--- src/rtl/sd_pkg.sv ---
// sd_pkg: shared types and constants for the SD command engine.
// FSM states, response-type codes, error bit positions, CMD41 index.
package sd_pkg;

  typedef enum logic [2:0] {
    S_IDLE,
    S_SEND,
    S_SEND_REL,
    S_WAIT_RESP,
    S_RESP_ACK,
    S_RETRY,
    S_DONE,
    S_FAIL
  } state_t;

  localparam logic [1:0] RESP_NONE  = 2'd0;
  localparam logic [1:0] RESP_SHORT = 2'd1;
  localparam logic [1:0] RESP_LONG  = 2'd2;
  localparam logic [1:0] RESP_BUSY  = 2'd3;

  localparam int ERR_TMO = 0;
  localparam int ERR_IDX = 1;
  localparam int ERR_CRC = 2;

  localparam int CMD41 = 41;

  function automatic logic is_short(input logic [1:0] rt);
    return (rt == RESP_SHORT) || (rt == RESP_BUSY);
  endfunction

endpackage

--- src/rtl/sd_cmd_engine_if.sv ---
// sd_cmd_engine_if: four-phase req/ack link to the serial CMD host.
// master = command engine, slave = serial host / PHY.
interface sd_cmd_engine_if #(
  parameter int IDX_W  = 6,
  parameter int ARG_W  = 32,
  parameter int RESP_W = 128
);
  localparam int CMD_W = 2 + IDX_W + ARG_W;

  logic              req_out;
  logic [CMD_W-1:0]  cmd_out;
  logic              ack_in;
  logic              req_in;
  logic [RESP_W-1:0] cmd_in;
  logic              crc_err_in;
  logic              ack_out;

  modport master (
    output req_out, cmd_out, ack_out,
    input  ack_in, req_in, cmd_in, crc_err_in
  );

  modport slave (
    input  req_out, cmd_out, ack_out,
    output ack_in, req_in, cmd_in, crc_err_in
  );

endinterface

--- src/rtl/sd_cmd_timeout.sv ---
// sd_cmd_timeout: wait-cycle counter for the ack and response waits.
// Held at zero while clear; expire flags the last allowed cycle.
module sd_cmd_timeout #(
  parameter int TMO_W   = 16,
  parameter int TMO_CYC = 64
) (
  input  logic clock,
  input  logic reset,
  input  logic clear,
  input  logic enable,
  output logic expire
);

  logic [TMO_W-1:0] tmo_cnt;

  // Count cycles spent waiting; saturate instead of wrapping.
  always_ff @(posedge clock) begin
    if (reset || clear) begin
      tmo_cnt <= '0;
    end else if (enable && (tmo_cnt != '1)) begin
      tmo_cnt <= tmo_cnt + TMO_W'(1);
    end
  end

  assign expire = enable &&
    (tmo_cnt == TMO_W'(TMO_CYC - 1));

endmodule

--- src/rtl/sd_cmd_engine.sv ---
// sd_cmd_engine: frames an SD command, hands it to the serial host,
// collects the response with timeout/retry and kicks the data path.
module sd_cmd_engine
  import sd_pkg::*;
#(
  parameter int IDX_W     = 6,
  parameter int ARG_W     = 32,
  parameter int RESP_W    = 128,
  parameter int TMO_W     = 16,
  parameter int TMO_CYC   = 64,
  parameter int MAX_RETRY = 2
) (
  input  logic              clock,
  input  logic              reset,
  input  logic              cmd_start,
  input  logic [IDX_W-1:0]  cmd_index,
  input  logic [ARG_W-1:0]  argument_reg,
  input  logic [1:0]        resp_type,
  input  logic              data_read,
  input  logic              data_write,
  sd_cmd_engine_if.master   phy,
  output logic [RESP_W-1:0] resp_out,
  output logic              idle_out,
  output logic              done_out,
  output logic [2:0]        err_out,
  output logic              data_rd_start,
  output logic              data_wr_start
);

  localparam int RC_W =
    (MAX_RETRY > 0) ? $clog2(MAX_RETRY + 1) : 1;

  state_t          state;
  logic [1:0]      rtype_q;
  logic            rd_q;
  logic            wr_q;
  logic            crc_q;
  logic [1:0]      cause;
  logic [RC_W-1:0] retry_cnt;
  logic            tmo_en;
  logic            tmo_exp;
  logic [IDX_W-1:0] idx_q;
  logic [IDX_W-1:0] resp_idx;
  logic            idx_bad;

  assign idx_q    = phy.cmd_out[ARG_W +: IDX_W];
  assign resp_idx = resp_out[ARG_W +: IDX_W];

  // CMD41 (OCR) and long responses carry no echoed index.
  assign idx_bad = is_short(rtype_q) &&
    (idx_q != IDX_W'(CMD41)) &&
    (resp_idx != idx_q);

  assign tmo_en = (state == S_SEND) ||
    (state == S_WAIT_RESP);

  sd_cmd_timeout #(
    .TMO_W  (TMO_W),
    .TMO_CYC(TMO_CYC)
  ) u_tmo (
    .clock (clock),
    .reset (reset),
    .clear (!tmo_en),
    .enable(tmo_en),
    .expire(tmo_exp)
  );

  // Command FSM; every output is a register set on state entry.
  always_ff @(posedge clock) begin
    if (reset) begin
      state         <= S_IDLE;
      phy.req_out   <= 1'b0;
      phy.cmd_out   <= '0;
      phy.ack_out   <= 1'b0;
      resp_out      <= '0;
      idle_out      <= 1'b1;
      done_out      <= 1'b0;
      err_out       <= '0;
      data_rd_start <= 1'b0;
      data_wr_start <= 1'b0;
      rtype_q       <= RESP_NONE;
      rd_q          <= 1'b0;
      wr_q          <= 1'b0;
      crc_q         <= 1'b0;
      cause         <= '0;
      retry_cnt     <= '0;
    end else begin
      done_out      <= 1'b0;
      data_rd_start <= 1'b0;
      data_wr_start <= 1'b0;
      unique case (state)
        S_IDLE: begin
          if (cmd_start) begin
            phy.cmd_out <= {1'b0, 1'b1,
              cmd_index, argument_reg};
            rtype_q     <= resp_type;
            rd_q        <= data_read;
            wr_q        <= data_write;
            err_out     <= '0;
            resp_out    <= '0;
            retry_cnt   <= '0;
            phy.req_out <= 1'b1;
            idle_out    <= 1'b0;
            state       <= S_SEND;
          end
        end
        S_SEND: begin
          if (phy.ack_in) begin
            phy.req_out <= 1'b0;
            state       <= S_SEND_REL;
          end else if (tmo_exp) begin
            phy.req_out      <= 1'b0;
            err_out[ERR_TMO] <= 1'b1;
            done_out         <= 1'b1;
            state            <= S_FAIL;
          end
        end
        S_SEND_REL: begin
          if (!phy.ack_in) begin
            if (rtype_q == RESP_NONE) begin
              done_out      <= 1'b1;
              data_rd_start <= rd_q;
              data_wr_start <= wr_q;
              state         <= S_DONE;
            end else begin
              state <= S_WAIT_RESP;
            end
          end
        end
        S_WAIT_RESP: begin
          if (phy.req_in) begin
            resp_out    <= phy.cmd_in;
            crc_q       <= phy.crc_err_in;
            phy.ack_out <= 1'b1;
            state       <= S_RESP_ACK;
          end else if (tmo_exp) begin
            cause <= 2'(ERR_TMO);
            state <= S_RETRY;
          end
        end
        S_RESP_ACK: begin
          if (!phy.req_in) begin
            phy.ack_out <= 1'b0;
            if (crc_q) begin
              cause <= 2'(ERR_CRC);
              state <= S_RETRY;
            end else if (idx_bad) begin
              err_out[ERR_IDX] <= 1'b1;
              done_out         <= 1'b1;
              state            <= S_FAIL;
            end else begin
              done_out      <= 1'b1;
              data_rd_start <= rd_q;
              data_wr_start <= wr_q;
              state         <= S_DONE;
            end
          end
        end
        S_RETRY: begin
          if (retry_cnt < RC_W'(MAX_RETRY)) begin
            retry_cnt   <= retry_cnt + RC_W'(1);
            phy.req_out <= 1'b1;
            state       <= S_SEND;
          end else begin
            err_out[cause] <= 1'b1;
            done_out       <= 1'b1;
            state          <= S_FAIL;
          end
        end
        S_DONE, S_FAIL: begin
          idle_out <= 1'b1;
          state    <= S_IDLE;
        end
        default: begin
          idle_out <= 1'b1;
          state    <= S_IDLE;
        end
      endcase
    end
  end

endmodule

--- src/flat_wrapper.sv ---
// flat-port wrapper written by rule: the top's interface ports become plain ports
module sd_cmd_engine_flat import sd_pkg::*;
#(
  parameter int IDX_W     = 6,
  parameter int ARG_W     = 32,
  parameter int RESP_W    = 128,
  parameter int TMO_W     = 16,
  parameter int TMO_CYC   = 64,
  parameter int MAX_RETRY = 2
)
  (clock, reset, cmd_start, cmd_index, argument_reg, resp_type, data_read, data_write, resp_out, idle_out, done_out, err_out, data_rd_start, data_wr_start, phy_req_out, phy_cmd_out, phy_ack_out, phy_ack_in, phy_req_in, phy_cmd_in, phy_crc_err_in);
  sd_cmd_engine_if #(.IDX_W(IDX_W), .ARG_W(ARG_W), .RESP_W(RESP_W)) phy_i ();
  input  logic clock;
  input  logic reset;
  input  logic cmd_start;
  input  logic [IDX_W-1:0] cmd_index;
  input  logic [ARG_W-1:0] argument_reg;
  input  logic [1:0] resp_type;
  input  logic data_read;
  input  logic data_write;
  output logic [RESP_W-1:0] resp_out;
  output logic idle_out;
  output logic done_out;
  output logic [2:0] err_out;
  output logic data_rd_start;
  output logic data_wr_start;
  output wire logic [$bits(phy_i.req_out)-1:0] phy_req_out;
  output wire logic [$bits(phy_i.cmd_out)-1:0] phy_cmd_out;
  output wire logic [$bits(phy_i.ack_out)-1:0] phy_ack_out;
  input wire logic [$bits(phy_i.ack_in)-1:0] phy_ack_in;
  input wire logic [$bits(phy_i.req_in)-1:0] phy_req_in;
  input wire logic [$bits(phy_i.cmd_in)-1:0] phy_cmd_in;
  input wire logic [$bits(phy_i.crc_err_in)-1:0] phy_crc_err_in;
  assign phy_req_out = phy_i.req_out;
  assign phy_cmd_out = phy_i.cmd_out;
  assign phy_ack_out = phy_i.ack_out;
  assign phy_i.ack_in = phy_ack_in;
  assign phy_i.req_in = phy_req_in;
  assign phy_i.cmd_in = phy_cmd_in;
  assign phy_i.crc_err_in = phy_crc_err_in;
  sd_cmd_engine #(.IDX_W(IDX_W), .ARG_W(ARG_W), .RESP_W(RESP_W), .TMO_W(TMO_W), .TMO_CYC(TMO_CYC), .MAX_RETRY(MAX_RETRY)) u_core (.clock(clock), .reset(reset), .cmd_start(cmd_start), .cmd_index(cmd_index), .argument_reg(argument_reg), .resp_type(resp_type), .data_read(data_read), .data_write(data_write), .phy(phy_i), .resp_out(resp_out), .idle_out(idle_out), .done_out(done_out), .err_out(err_out), .data_rd_start(data_rd_start), .data_wr_start(data_wr_start));
endmodule
--- config.mk ---
export PLATFORM = sky130hd
export DESIGN_NAME = sd_cmd_engine_flat
export DESIGN_NICKNAME = d
export VERILOG_FILES = /design/src/rtl/sd_pkg.sv /design/src/rtl/sd_cmd_engine_if.sv /design/src/rtl/sd_cmd_timeout.sv /design/src/rtl/sd_cmd_engine.sv /design/src/flat_wrapper.sv
export SDC_FILE = /design/constraint.sdc
export NUM_CORES = 1
export LEC_CHECK = 0
export ABC_AREA = 1
export CORE_MARGIN = 5
export CORE_UTILIZATION = 46
export CTS_CLUSTER_SIZE = 14
export DETAILED_ROUTE_END_ITERATION = 16
export GPL_TIMING_DRIVEN = 0
export PLACE_DENSITY = 0.87
export SKIP_CTS_REPAIR_TIMING = 1
export SLEW_MARGIN = 25
export SYNTH_ARGS = -nofsm -noshare
export SYNTH_HDL_FRONTEND = slang
export SYNTH_HIERARCHICAL = 1
export SYNTH_SLANG_ARGS = --single-unit
--- constraint.sdc ---
create_clock -name clock -period 2.9 [get_ports clock]
set_input_delay 0.725 -clock clock [delete_from_list [all_inputs] [get_ports clock]]
set_output_delay 0.725 -clock clock [all_outputs]
set_load 0.05 [all_outputs]
After elaboration in Yosys (flattened, before gate mapping)
Cells that the tools add are included.
W data, S select, Z words.
- add/subtract/negate cells: 2
- shift-type cells: 0
- bitwise operators: 1
- multipliers: 0
- magnitude comparators: 3
- reduce and logical (&&, ||, !) cells: 30
- muxes and demuxes: 65
- divide/modulo/power cells: 0
- eq/ne operators: 28
- operators with widths (operator ; number):
    $mux W128 ; 2
    $pmux W128 S2 ; 1
    $mux W3 ; 11
    $mux W1 ; 31
    $pmux W3 S7 ; 1
    $add A16 B1 Y16 const B ; 1
    $eq A16 B6 Y1 const B ; 1
    $ne A16 B16 Y1 const B ; 1
    $ne A2 B2 Y1 const B ; 8
    $reduce_and A5 Y1 ; 3
    $mux W2 ; 7
    $eq A3 B3 Y1 const B ; 4
    $reduce_and A3 Y1 ; 4
    $ne A2 B1 Y1 const B ; 5
    $pmux W1 S2 ; 5
    $pmux W1 S3 ; 3
    $pmux W2 S2 ; 2
    $reduce_bool A2 Y1 ; 4
    $eq A3 B2 Y1 const B ; 2
    $ne A3 B2 Y1 const B ; 2
    $ne A6 B6 Y1 ; 1
    $ne A6 B6 Y1 const B ; 1
    $reduce_and A2 Y1 ; 3
    $reduce_and A6 Y1 ; 1
    18 further kinds ; 25
- register bits after elaboration: 204
- output and inout bits: 177
- word-level logic and storage cells: 148
- bits in writable memories: 0
- memories kept: 0
- bits in latches: 0
- bits of input ports: 176
- bits in read-only memories: 0

Longest topological paths before layout
- depth after elaboration: 8
- mapped depth: 13
- gate-level depth less buffers: 13

Cells and area by module
Netlist, hierarchy kept.
- modules (own cells, without submodules) (module ; seq. area each (um2) ; instances ; area each (um2) ; cells each):
    sd_cmd_engine ; 3743.6 ; 1 ; 7065.5 ; 901
    sd_cmd_timeout ; 320.3 ; 1 ; 992.2 ; 150

Worst setup path after synthesis
No wires, ideal clock.
- path type: register -> register
- start: register u_core.state[0]
- end: register u_core.cause[1]
- path buffers: 0
- data arrival time: 1.783 ns
- library setup time: 0.070 ns
- cell stages (with the launch flop): 11
- clock period less this slack: 1.853 ns
- setup slack: 1.047 ns
- data required time: 2.830 ns
- cells stage by stage: dfxtp_1 inv_1 nor2_1 nand2_1 nand2_1 inv_2 nor3_1 and3_1 o21ai_0 or2_2 a21oi_1
- longest elaborated chain between the ends: 5
- elaborated cells on any way between the ends: 12
- classes of those cells: eq/ne (7); mux (1); reduce/logical (4)
- RTL lines (element ; RTL line ; text):
    start: declaration ; sd_cmd_engine.sv:33 ; state_t state;
    start signal: assignment ; sd_cmd_engine.sv:71 ; state <= S_IDLE;
    start signal: assignment ; sd_cmd_engine.sv:104 ; state <= S_SEND;
    start signal: assignment ; sd_cmd_engine.sv:110 ; state <= S_SEND_REL;
    $eq A3 B1 Y1 or $eq A3 B2 Y1 (tied branches) ; sd_cmd_engine.sv:54, sd_cmd_engine.sv:55 ;
    $logic_or A1 B1 Y1 * ; sd_cmd_engine.sv:54 ; assign tmo_en = (state == S_SEND) ||
    named net u_core.tmo_en ; sd_cmd_engine.sv:40 ; logic tmo_en;
    $logic_and A1 B1 Y1 * ; sd_cmd_timeout.sv:25 ; assign expire = enable &&
    named net u_core.tmo_exp ; sd_cmd_engine.sv:41 ; logic tmo_exp;
    $ne A2 B1 Y1 (no line) * ; - ;
    $reduce_and A5 Y1 (no line) * ; - ;
    end signal: assignment ; sd_cmd_engine.sv:137 ; cause <= 2'(ERR_TMO);
    end signal: assignment ; sd_cmd_engine.sv:145 ; cause <= 2'(ERR_CRC);
    end: declaration ; sd_cmd_engine.sv:38 ; logic [1:0] cause;
Mark *: on every way through the listed nets, which the timed path passes. The rest lies on a longest branch.
A chain may end at the register's enable or synchronous reset.

Worst setup path after layout
- start: register u_core.resp_out[32]
- end: output resp_out[32]
- RTL lines (element ; RTL line ; text):
    start: declaration ; sd_cmd_engine.sv:22 ; output logic [RESP_W-1:0] resp_out,
    start signal: assignment ; sd_cmd_engine.sv:132 ; resp_out <= phy.cmd_in;
    end: declaration ; flat_wrapper.sv:21 ; output logic [RESP_W-1:0] resp_out;
No word-level cell between the ends.

==> results.md <==
* Clk_skew at 0.00825 ns
* Root Driver: clkbuf_16
* Grt ovf at 0
* Combinational Power Share at 34.6%
* IO buf count at 351
* Clk buf depth at 3
* Number of DRC markers in iteration 0 at 499
* CTS H-tree depth at 1
* DRC at 0
* Ports at 353
* Hold slack at 0.447 ns
* CP cell instances: clkdlybuf4s50_1
* Slew Limit Fails at 0
* Gr usage total at 26.4%
* Yosys Warn Count at 6
* Worst-path fanout max at 4
* Fin crit period at 2.49 ns
* Vias per cell at 5.06
* Syn avg cell area at 7.67 um2
* Switching component of the power at 3.45 mW
* Die Ht at 142 um
* Clock Sinks at 203
* Vias at 8,436
* Post-Synth XOR/XNOR Area at 0.217%
* Initial Util at 46.7%
* Initial antenna violation count at 0
* Vias in the first global route at 8,316
* Row cnt at 48
* Fmax at 401 MHz
* Hpwl dp at 21,400 um
* Setup TNS at 0 ns
* Clock network fraction of total power at 30.9%
* Syn Nets at 1,228
* Top area cells in the synthesized netlist: dfxtp_1 (50%), nand2_1 (18%), a21oi_1 (10%)
* Top-area cell type share of the netlist area at 50.4%
* Req. time, crit path at 2.17 ns
* 1st-pass router iterations at 5
* Mux share of post-synthesis cell area at 0%
* Internal power at 5.95 mW
* Leakage at 4.48 nW
* Fin crit share at 85.9%
* Worst slew margin at 46.5%
* Critical path arrival at 1.77 ns
* Status: finished, final reports clean
* Die area at 0.0203 mm2
* Crit-path slowest cell: clkdlybuf4s50_1
* CP Class: reg -> out
* Routed wire length at 28,400 um
* Slew @ Worst Pin at 0.802 ns
* Synth Area in Compound Gates at 15.5%
* Post-route ant nets at 0
* Number of synthesized register bits at 203
* Dominant delay contributor by cell family on the critical path: buffers and inverters
* Setup crit start kind: flip-flop
* Routed len/inst at 17.1 um
* Seq/Total Area, Yosys at 50.4%
* Clk Latency, worst-skew pair at 0.50 ns
* Critical Path Max Stage Delay at 0.85 ns
* Largest family of logic cells by synthesized area: simple AND/OR/NAND/NOR gates
* Die width at 142 um
* Worst Path Buf+Inv at 1
* Simple-gate share of the synthesized area at 27.2%
* Fin. Hold Viols at 0
* Adder-Cell Fraction of Synth Area at 0.155%
* Hold Path Class: reg -> reg
* Sequential Power Share at 34.5%
* Final Util at 73.2%
* Antenna cells at 0
* Synth area leader: dfxtp_1
* Maximum vdd ir drop at 0.814 mV
* Synthesized area at 0.00806 mm2
* Area delta synth->final at 56.5%
* TritonCTS Buffers at 22
* Placer Congestion at 0.943
* Overall Power at 9.40 mW
* Nets@finish at 1,603
* First-pass GRT wire length at 43,100 um
* Largest net degree at the start of global routing at 14
* Setup-failing EPs final at 0
* Cells after synthesis at 1,051
* CTS tree: yes
* Core box area at 0.0172 mm2
* Cell Pwr Density at 745 mW/mm2
* Clock slew at reported path FFs at 0.06 ns
* Sw Share at 36.7%
* Unrepaired setup endpoints after global routing: no
* Count of different cell masters after synthesis at 34
* Share of layout cells above drive strength 1 at 10.8%
* Max capacitance violation total at 0
* Crit end category: primary output
==> power groups by stage <==
stage / combinational [mW] / sequential [mW] / clock, mW
floorplan: 1.33 / 4.05 / 0
global placement: 3.20 / 3.29 / 0
detailed placement: 3.22 / 3.30 / 0
CTS: 3.25 / 3.24 / 2.97
global route: 3.49 / 3.28 / 3.09
finish: 3.25 / 3.25 / 2.90
==> flip-flops by register name (all words and copies together) (netlist names) <==
register,flops
u_core/cause,1
u_core/crc_q,1
u_core/data_rd_start,1
u_core/data_wr_start,1
u_core/done_out,1
u_core/err_out,3
u_core/idle_out,1
u_core/phy.ack_out,1
u_core/phy.cmd_out,39
u_core/phy.req_out,1
u_core/rd_q,1
u_core/resp_out,128
u_core/retry_cnt,2
u_core/rtype_q,2
u_core/state,3
u_core/u_tmo/tmo_cnt,16
u_core/wr_q,1
==> kinds of logic (layout without fill, tap and decap cells) <==
family,Yosys count,count (layout)
xor+xnor,2,2
other cells,1,1
compound gates,221,221
simple gates,520,520
buf+inv,103,493
fa+ha+maj,1,1
flops,203,203
==> metrics by stage <==
step	cells	cell area, um2	worst slack, ns
finish	1666	12600	0.408
detailed placement	1627	11900	0.145
global placement	1627	11900	0.149
CTS	1666	12600	0.363
global route	1666	12600	0.261
floorplan	1051	8060	1.05
==> synth_stat cells (all sizes together) <==
cell	number
a22oi	1
or2	1
nor3	4
clkbuf	24
a31oi	1
buf	34
xor2	2
nor2	65
a211oi	2
inv	45
o211ai	2
conb	1
and3	1
o21a	1
ha	1
nor4	1
nand3	23
dfxtp	203
o21ai	19
nand4	7
nand2	418
a21oi	195
==> final timing paths <==
check,to,start,cells past startpoint,slack (ns)
setup / recovery,resp_out[32],u_core/resp_out[32],1,0.41
hold / removal,u_core/err_out[1],u_core/err_out[1],2,0.45
setup reg to reg,u_core/state[1],u_core/state[0],12,0.53
hold reg to reg,u_core/err_out[1],u_core/err_out[1],2,0.45
==> area by class of cell <==
| type | instances | area (um2) |
|---|---|---|
| clock inverters | 9 | 97.6 |
| flip-flops and latches | 203 | 4060 |
| well taps | 225 | 282 |
| repair buffers | 351 | 3510 |
| clock buffers | 30 | 662 |
| fillers | 1361 | 4620 |
| plain buffers | 58 | 354 |
| multi-input cells | 745 | 3470 |
| inverters | 45 | 169 |
==> placed cells by master, fill, tap and decap left out, types with 13 or more instances in the layout <==
cell type	synthesis	routed
clkbuf_16	0	23
buf_2	16	16
a21oi_2	30	30
buf_6	13	13
dfxtp_1	203	203
clkbuf_1	24	25
inv_1	39	39
nand2_1	384	384
a21oi_1	165	165
o21ai_0	18	18
nand2_2	31	31
nand3_1	22	22
nor2_1	57	57
clkdlybuf4s50_1	0	351
==> metal layers <==
metal  vias up  track usage (%)  wire (um)
met5         -                0          0
met4         0             10.4       1100
met1      3841             30.4      10800
li1       4116                -          -
met3        82             7.06       2470
met2       397             46.8      14000
No activity file was read; power rests on OpenSTA's default activity.
